--- config.mk ---
export PLATFORM = sky130hd
export DESIGN_NAME = cpu_bus_master_flat
export DESIGN_NICKNAME = d
export VERILOG_FILES = /design/src/rtl/cpu_bus_master_pkg.sv /design/src/rtl/cpu_bus_master_if.sv /design/src/rtl/cpu_bus_master_bus_phase_gen.sv /design/src/rtl/cpu_bus_master.sv /design/src/flat_wrapper.sv
export SDC_FILE = /design/constraint.sdc
export NUM_CORES = 1
export LEC_CHECK = 0
export CAP_MARGIN = 10
export CORE_MARGIN = 1.5
export CORE_UTILIZATION = 50
export CTS_BUF_LIST = sky130_fd_sc_hd__clkbuf_8
export DETAILED_ROUTE_END_ITERATION = 8
export PLACE_DENSITY = 0.95
export SYNTH_ARGS = -nofsm -noshare
export SYNTH_HDL_FRONTEND = slang
export SYNTH_SLANG_ARGS = --single-unit
--- constraint.sdc ---
create_clock -name clkx4 -period 3.93 [get_ports clkx4]
set_input_delay 0.786 -clock clkx4 [delete_from_list [all_inputs] [get_ports clkx4]]
set_output_delay 0.786 -clock clkx4 [all_outputs]
set_load 0.1 [all_outputs]
--- src/rtl/cpu_bus_master_pkg.sv ---
// Shared types and defaults for the 6809-style bus master: phase encoding,
// idle address and stretch counter sizing.
package cpu_bus_master_pkg;

   typedef enum logic [1:0] {
      P0 = 2'd0,
      P1 = 2'd1,
      P2 = 2'd2,
      P3 = 2'd3
   } phase_t;

   localparam logic [15:0] IDLE_ADDR_DEFAULT   = 16'hFFFF;
   localparam int          MAX_STRETCH_DEFAULT = 8;
   localparam int          STRETCH_W           = 8;

   // E is high in the second half of the cycle, Q leads it by one phase.
   function automatic logic phase_e(input phase_t p);
      return (p == P2) || (p == P3);
   endfunction

   function automatic logic phase_q(input phase_t p);
      return (p == P1) || (p == P2);
   endfunction

endpackage

--- src/rtl/cpu_bus_master_if.sv ---
// Request-side handshake and 6809 bus pins grouped in one bundle; the master
// modport is the bus master's view, the slave modport the environment's.
interface cpu_bus_master_if;

   logic        req;
   logic        req_rnw;
   logic [15:0] req_addr;
   logic [7:0]  req_wdata;
   logic        ack;
   logic        err;
   logic [7:0]  rdata;

   logic [15:0] addr;
   logic        rnw;
   logic        e;
   logic        q;
   logic        ba;
   logic        bs;
   logic [7:0]  data_in;
   logic [7:0]  data_out;
   logic        data_oe;
   logic        mrdy;

   modport master (
      input  req, req_rnw, req_addr, req_wdata, data_in, mrdy,
      output ack, err, rdata, addr, rnw, e, q, ba, bs, data_out, data_oe
   );

   modport slave (
      output req, req_rnw, req_addr, req_wdata, data_in, mrdy,
      input  ack, err, rdata, addr, rnw, e, q, ba, bs, data_out, data_oe
   );

endinterface

--- src/rtl/cpu_bus_master_bus_phase_gen.sv ---
// Four-phase quadrature generator with MRDY stretch in P3 and a bounded
// stretch counter that forces the cycle to end on timeout.
//
// state | meaning
// P0    | E=0 Q=0, address setup
// P1    | E=0 Q=1
// P2    | E=1 Q=1
// P3    | E=1 Q=0, MRDY sampled on exit, held here while stretching
module bus_phase_gen
   import cpu_bus_master_pkg::*;
#(
   parameter int MAX_STRETCH = MAX_STRETCH_DEFAULT
) (
   input  logic   clkx4,
   input  logic   reset,
   input  logic   mrdy,
   output phase_t phase,
   output logic   e,
   output logic   q,
   output logic   cycle_end,
   output logic   timeout
);

   localparam logic [STRETCH_W-1:0] STRETCH_LIMIT = STRETCH_W'(MAX_STRETCH);

   phase_t               phase_nxt;
   logic [STRETCH_W-1:0] stretch_cnt;
   logic [STRETCH_W-1:0] stretch_cnt_nxt;
   logic                 limit_hit;

   assign limit_hit = (stretch_cnt == STRETCH_LIMIT);
   assign cycle_end = (phase == P3) && (mrdy || limit_hit);
   // A ready memory on the limit edge still counts as a normal completion.
   assign timeout   = (phase == P3) && limit_hit && !mrdy;

   always_comb begin
      phase_nxt       = phase;
      stretch_cnt_nxt = stretch_cnt;
      case (phase)
         P0: phase_nxt = P1;
         P1: phase_nxt = P2;
         P2: phase_nxt = P3;
         P3: begin
            if (cycle_end) begin
               phase_nxt       = P0;
               stretch_cnt_nxt = '0;
            end else begin
               stretch_cnt_nxt = stretch_cnt + 1'b1;
            end
         end
         default: phase_nxt = P0;
      endcase
   end

   always_ff @(posedge clkx4) begin
      if (reset) begin
         phase       <= P0;
         stretch_cnt <= '0;
         e           <= 1'b0;
         q           <= 1'b0;
      end else begin
         phase       <= phase_nxt;
         stretch_cnt <= stretch_cnt_nxt;
         e           <= phase_e(phase_nxt);
         q           <= phase_q(phase_nxt);
      end
   end

endmodule

--- src/rtl/cpu_bus_master.sv ---
// 6809-style bus master: captures one request per bus cycle at P0 entry,
// drives address/direction/write data and returns ACK/ERR/RDATA.
module cpu_bus_master
   import cpu_bus_master_pkg::*;
#(
   parameter logic [15:0] IDLE_ADDR   = IDLE_ADDR_DEFAULT,
   parameter int          MAX_STRETCH = MAX_STRETCH_DEFAULT
) (
   input  logic             clkx4,
   input  logic             reset,
   cpu_bus_master_if.master bus
);

   phase_t      phase;
   logic        e;
   logic        q;
   logic        cycle_end;
   logic        timeout;

   logic        active;
   logic [15:0] addr_q;
   logic        rnw_q;
   logic [7:0]  wdata_q;
   logic        ack_q;
   logic        err_q;
   logic [7:0]  rdata_q;
   logic [7:0]  data_out_q;
   logic        data_oe_q;

   bus_phase_gen #(
      .MAX_STRETCH (MAX_STRETCH)
   ) u_phase (
      .clkx4     (clkx4),
      .reset     (reset),
      .mrdy      (bus.mrdy),
      .phase     (phase),
      .e         (e),
      .q         (q),
      .cycle_end (cycle_end),
      .timeout   (timeout)
   );

   always_ff @(posedge clkx4) begin
      if (reset) begin
         active     <= 1'b0;
         addr_q     <= IDLE_ADDR;
         rnw_q      <= 1'b1;
         wdata_q    <= '0;
         ack_q      <= 1'b0;
         err_q      <= 1'b0;
         rdata_q    <= '0;
         data_out_q <= '0;
         data_oe_q  <= 1'b0;
      end else begin
         ack_q <= 1'b0;
         err_q <= 1'b0;

         if ((phase == P0) && active && !rnw_q) begin
            data_oe_q  <= 1'b1;
            data_out_q <= wdata_q;
         end

         if (cycle_end) begin
            data_oe_q <= 1'b0;
            if (active) begin
               ack_q <= 1'b1;
               err_q <= timeout;
               if (rnw_q && !timeout) begin
                  rdata_q <= bus.data_in;
               end
            end
            // The request completing on this edge may still show REQ high;
            // it must not be taken again until the following P0 entry.
            if (bus.req && !active) begin
               active  <= 1'b1;
               addr_q  <= bus.req_addr;
               rnw_q   <= bus.req_rnw;
               wdata_q <= bus.req_wdata;
            end else begin
               active  <= 1'b0;
               addr_q  <= IDLE_ADDR;
               rnw_q   <= 1'b1;
            end
         end
      end
   end

   assign bus.addr     = addr_q;
   assign bus.rnw      = rnw_q;
   assign bus.e        = e;
   assign bus.q        = q;
   assign bus.ba       = 1'b0;
   assign bus.bs       = 1'b0;
   assign bus.data_out = data_out_q;
   assign bus.data_oe  = data_oe_q;
   assign bus.ack      = ack_q;
   assign bus.err      = err_q;
   assign bus.rdata    = rdata_q;

endmodule

--- src/flat_wrapper.sv ---
// flat-port wrapper written by rule: the top's interface ports become plain ports
module cpu_bus_master_flat import cpu_bus_master_pkg::*;
#(
   parameter logic [15:0] IDLE_ADDR   = IDLE_ADDR_DEFAULT,
   parameter int          MAX_STRETCH = MAX_STRETCH_DEFAULT
)
  (clkx4, reset, bus_req, bus_req_rnw, bus_req_addr, bus_req_wdata, bus_data_in, bus_mrdy, bus_ack, bus_err, bus_rdata, bus_addr, bus_rnw, bus_e, bus_q, bus_ba, bus_bs, bus_data_out, bus_data_oe);
  cpu_bus_master_if bus_i ();
  input  logic clkx4;
  input  logic reset;
  input wire logic [$bits(bus_i.req)-1:0] bus_req;
  input wire logic [$bits(bus_i.req_rnw)-1:0] bus_req_rnw;
  input wire logic [$bits(bus_i.req_addr)-1:0] bus_req_addr;
  input wire logic [$bits(bus_i.req_wdata)-1:0] bus_req_wdata;
  input wire logic [$bits(bus_i.data_in)-1:0] bus_data_in;
  input wire logic [$bits(bus_i.mrdy)-1:0] bus_mrdy;
  output wire logic [$bits(bus_i.ack)-1:0] bus_ack;
  output wire logic [$bits(bus_i.err)-1:0] bus_err;
  output wire logic [$bits(bus_i.rdata)-1:0] bus_rdata;
  output wire logic [$bits(bus_i.addr)-1:0] bus_addr;
  output wire logic [$bits(bus_i.rnw)-1:0] bus_rnw;
  output wire logic [$bits(bus_i.e)-1:0] bus_e;
  output wire logic [$bits(bus_i.q)-1:0] bus_q;
  output wire logic [$bits(bus_i.ba)-1:0] bus_ba;
  output wire logic [$bits(bus_i.bs)-1:0] bus_bs;
  output wire logic [$bits(bus_i.data_out)-1:0] bus_data_out;
  output wire logic [$bits(bus_i.data_oe)-1:0] bus_data_oe;
  assign bus_i.req = bus_req;
  assign bus_i.req_rnw = bus_req_rnw;
  assign bus_i.req_addr = bus_req_addr;
  assign bus_i.req_wdata = bus_req_wdata;
  assign bus_i.data_in = bus_data_in;
  assign bus_i.mrdy = bus_mrdy;
  assign bus_ack = bus_i.ack;
  assign bus_err = bus_i.err;
  assign bus_rdata = bus_i.rdata;
  assign bus_addr = bus_i.addr;
  assign bus_rnw = bus_i.rnw;
  assign bus_e = bus_i.e;
  assign bus_q = bus_i.q;
  assign bus_ba = bus_i.ba;
  assign bus_bs = bus_i.bs;
  assign bus_data_out = bus_i.data_out;
  assign bus_data_oe = bus_i.data_oe;
  cpu_bus_master #(.IDLE_ADDR(IDLE_ADDR), .MAX_STRETCH(MAX_STRETCH)) u_core (.clkx4(clkx4), .reset(reset), .bus(bus_i));
endmodule
Word-level counts from Yosys, hierarchy flattened
Index checks and enable logic that the tools add are counted.
Operators by class
  eq/ne operators: 7
  bitwise operators: 2
  $add $sub $neg: 1
  mux-type cells: 7
  reductions and logical operators: 20
Operators by type and width (count)
  16-bit two-way mux: 1
  8-bit by 1-bit adder with 8-bit output (second input constant): 1
  2-bit == test (second input constant): 4
  8-bit by 4-bit == test with 1-bit output (second input constant): 1
  8-bit two-way mux: 1
  2-bit one-hot mux with 4 select lines: 1
  1-bit logical AND: 7
  2-bit by 1-bit == test with 1-bit output (second input constant): 2
  1-bit zero test: 4
  2-bit OR reduction: 2
  1-bit logical OR: 3
  1-bit two-way mux: 3
  3-bit AND reduction: 1
  3-bit OR reduction: 1
  2-bit zero test: 1
  2-bit two-way mux: 1
  1-bit NOT: 2
  2-bit AND reduction: 1
Word-level totals
  bits in registers: 57
  output and inout bits: 40
  input bits: 37

Logic depth before layout (Yosys ltp)
  depth in word-level cells: 7
  mapped depth: 9

Hierarchy
From an unflattened synthesis, not the netlist that was laid out.
Second synthesis, totals
  cells, all modules: 214
  area total of the unflattened synthesis: 2285.9 um^2
By module, submodules not included
  cpu_bus_master: sequential area each 900.9 um^2, instances 1, area an instance 1710.4 um^2, cells each 152
  bus_phase_gen: sequential area each 220.2 um^2, instances 1, area an instance 575.6 um^2, cells each 62

Worst setup path after synthesis
OpenSTA, ideal clock, no wires.
  kind: reg-to-reg
  start point: reg u_core.rnw_q, in the netlist u_core.bus.rnw
  end point: reg u_core.rdata_q[0], in the netlist u_core.bus.rdata[0]
  required time: 3.802 ns
  path buffers: 0
  period minus slack after synthesis: 1.897 ns
  setup slack: 2.033 ns
  arrival time: 1.770 ns
  stages on the path, launching flop included: 4
  path through: dfxtp_1 > nand4_2 > mux2i_1 > nor2_1
Between the ends
  word-level cells in the longest chain between the ends: 2
RTL lines
  start, declared: RTL line cpu_bus_master.sv:22  | logic rnw_q;
  start signal, assigned: RTL line cpu_bus_master.sv:77  | rnw_q <= bus.req_rnw;
  1-bit logical AND: RTL line cpu_bus_master.sv:68  | if (rnw_q && !timeout) begin
  3-bit AND reduction (no line)
  end signal, assigned: RTL line cpu_bus_master.sv:69  | rdata_q <= bus.data_in;
  end, declared: RTL line cpu_bus_master.sv:26  | logic [7:0] rdata_q;
Every way passes these cells.
A chain may end at the register's enable or synchronous reset.

Worst setup path after layout
  start point: reg u_core.rnw_q, in the netlist u_core.bus.rnw
  end point: out bus_rnw
RTL lines
  end, declared: RTL line flat_wrapper.sv:21  | output wire logic [$bits(bus_i.rnw)-1:0] bus_rnw;
No word-level cell between the ends.

==> results.md <==
* Result of the run: finished, final reports clean
* Flop2flop setup slack at around 1900 ps
* Number of antenna violations at the first check in global routing at 0
* Die boundary width at 69.0 µm
* Setup repair after global routing missed its margin: false
* Final-layout worst hold slack at ~450 ps
* Overall routing resource usage at between 20% and 30%
* Cells along the critical path: clkdlybuf4s50_1
* Number of top-level pins at 77
* Worst clock skew at around 9.0 ps
* Arrival time worst endpoint at between 1500 and 2000 ps
* # Post-CTS Setup Buffers at 0
* Clock slew seen by the registers of the worst setup and hold paths at ~70 ps
* Core area at about 4000 µm²
* Rel. slew slack at between 30% and 40%
* Clock Root Buffer: clkbuf_8
* Number of hold violations in the final report at 0
* Final design instance area without fill at 3120 µm²
* Worst endpoint required time at around 3100 ps
* Sum of internal, switching and leakage power at between 1 and 1.5 mW
* Category of the worst setup path launch point: flop
* Quantity of gates resized following cts at 0
* Clk Latency, worst-skew pair at 330 ps
* Post-Synthesis Cell Area at about 2200 µm²
* Inst Count DP at roughly 330
* Count of H-tree levels built during CTS at 3
* Yosys cell types at 37
* Number of max-slew violations in the final report at 0
* Top layer reached by signal wires: met4
* CTS tree: built
* Row count at 23
* Largest net degree at the start of global routing at 27
* Post-DP Area at between 2000 and 3000 µm²
* Area growth from synthesis to layout at 43.7%
* Chip Height at 69.0 µm
* Sequential cell area fraction in the yosys report at a little over half
* Crit path time final at 2720 ps
* Number of CTS-inserted buffers at 9
* Power per Cell Area at 428 nW/µm²
* Mean cell area of the mapped netlist at slightly above 10 µm²
* Final-report setup violation count at 0
* Via density at roughly 5.2
* Slew of the pin with the lowest slew margin at about 1000 ps
* Routed metal-1 wirelength at a little over 2000 µm
* Total Routed Length at just under 5000 µm
* Number of buffer and inverter instances along the worst setup path at 1
* Die footprint at 4750 µm²
* DP HPWL at roughly 3300 µm
* Total of buffers placed on input and output ports at 74
* Aggregate negative setup slack at 0 ps
* Clock Sink Count at 57
* Final worst path period share at about 70%
* Leakage power summed over all cells at 1.21 nW
* Layout Cells excl Fill at about 340
* Highest ir drop seen on vdd at 0.262 mV
* 1st-iter DRT viols at between 80 and 90
* Cells after synthesis at approximately 220
* Number of global-route vias before repair at about 1700
* Worst stage delay on the critical path at around 1200 ps
* Met3 wire length at approximately 480 µm
* Global-route wire length before repair at roughly 7900 µm
* Cell class contributing the biggest share of worst-path delay: buffers and inverters
* Remaining number of nets flagged by the antenna check after routing at 0
* Initial DRT Pass Iterations at 4
* Worst Path Class, Setup: reg -> out
* Final #Nets at approximately 330
* Tightest Hold Check Type: reg -> reg
* Highest achievable clock rate at between 300 and 400 MHz
* Gr ovfl total at 0
* DRC violations left at 0
* Ant. Diodes at 0
* Share of cells above drive strength 1 at a little under an eighth
* Biggest fanout along the worst timing path at 5
* Leading cell type in the layout, fill and taps excluded: clkdlybuf4s50_1
* Type of destination of the critical path: output pin
* Avg WL per Cell at about 14 µm
* Number of buffers inserted by hold repair at cts at 0
* Clock Path Buffers at 2
* Warnings, synthesis at 0
* Initial core utilization at around 53%
* Routed length on met2 at ~2400 µm
* Number of flip-flops and latches in the synthesized netlist at 57
* Via Count at around 1800
* Max capacitance violation total at 0
* Highest-count cells in the layout ignoring fill and taps: clkdlybuf4s50_1, dfxtp_1, nand2_1
* Master of the slowest instance on the critical path: clkdlybuf4s50_1
* Final GP Congestion at between 0.8 and 0.9
flip-flops by register name, indices dropped and copies added (netlist names):
name	cells
u_core.bus.err	1
u_core.wdata_q	8
u_core.u_phase.q	1
u_core.u_phase.stretch_cnt	8
u_core.bus.data_out	8
u_core.active	1
u_core.bus.ack	1
u_core.bus.addr	16
u_core.u_phase.e	1
u_core.bus.data_oe	1
u_core.bus.rnw	1
u_core.u_phase.phase	2
u_core.bus.rdata	8
final timing paths:
kind                                      start                      to  depth (start not counted)
hold reg to reg               u_core.wdata_q[7]  u_core.bus.data_out[7]                          2
setup / recovery                 u_core.bus.rnw                 bus_rnw                          1
hold / removal                u_core.wdata_q[7]  u_core.bus.data_out[7]                          2
setup reg to reg  u_core.u_phase.stretch_cnt[0]        u_core.u_phase.q                          7
cells by family after synthesis:
family	count (synthesis)	share of synthesized area, %
XOR/XNOR	7	2.82
other	1	0.172
flip-flops	57	52.5
AO/OA/AOI/OAI	50	16.6
AND/OR/NAND/NOR	72	17.5
buffers and inverters	17	5.01
adder cells (fa/ha/maj)	3	1.73
multiplexers	8	3.68
where the power goes:
part	switching [mW]	internal (mW)
logic	0.0772	0.0520
clock network	0.224	0.389
registers	0.00819	0.586
total	0.309	1.03
routing by layer:
layer  track usage (%)  vias up
met3              12.2        8
met2              38.5       73
met4              11.8        0
li1                  -      895
met5                 0        -
met1              25.2      822
synth_stat cells (all sizes together):
library cell | number | area (µm²)
a21o | 1 | 7.51
a21oi | 22 | 114
a31o | 8 | 70.1
and2 | 2 | 12.5
and3 | 1 | 6.26
and4 | 1 | 8.76
buf | 9 | 77.6
clkbuf | 4 | 16.3
conb | 1 | 3.75
dfxtp | 57 | 1140
ha | 3 | 37.5
inv | 4 | 15.0
mux2i | 8 | 80.1
nand2 | 34 | 135
nand3 | 2 | 22.5
nand3b | 1 | 7.51
nand4 | 4 | 31.3
nor2 | 20 | 75.1
nor2b | 1 | 6.26
nor3 | 2 | 10.0
nor3b | 1 | 18.8
nor4 | 1 | 6.26
nor4b | 1 | 15.0
nor4bb | 1 | 25.0
o21ai | 2 | 21.3
o22a | 17 | 149
xnor2 | 1 | 8.76
xor2 | 6 | 52.6
through the flow:
stage	util, %	setup WS [ps]
floorplan	-	2030
global placement	70.9	1560
detailed placement	70.9	1510
CTS	76.5	1180
global route	76.5	1120
finish	76.5	1210
final cells by class:
class / instances / area [µm²]
clock inverters: 5 / 77.6
multi-input cells: 142 / 928
fillers: 278 / 962
inverters: 4 / 15.0
flip-flops and latches: 57 / 1140
clock buffers: 11 / 151
well taps: 50 / 62.6
repair buffers: 75 / 748
No activity file was read; power rests on OpenSTA's default activity.
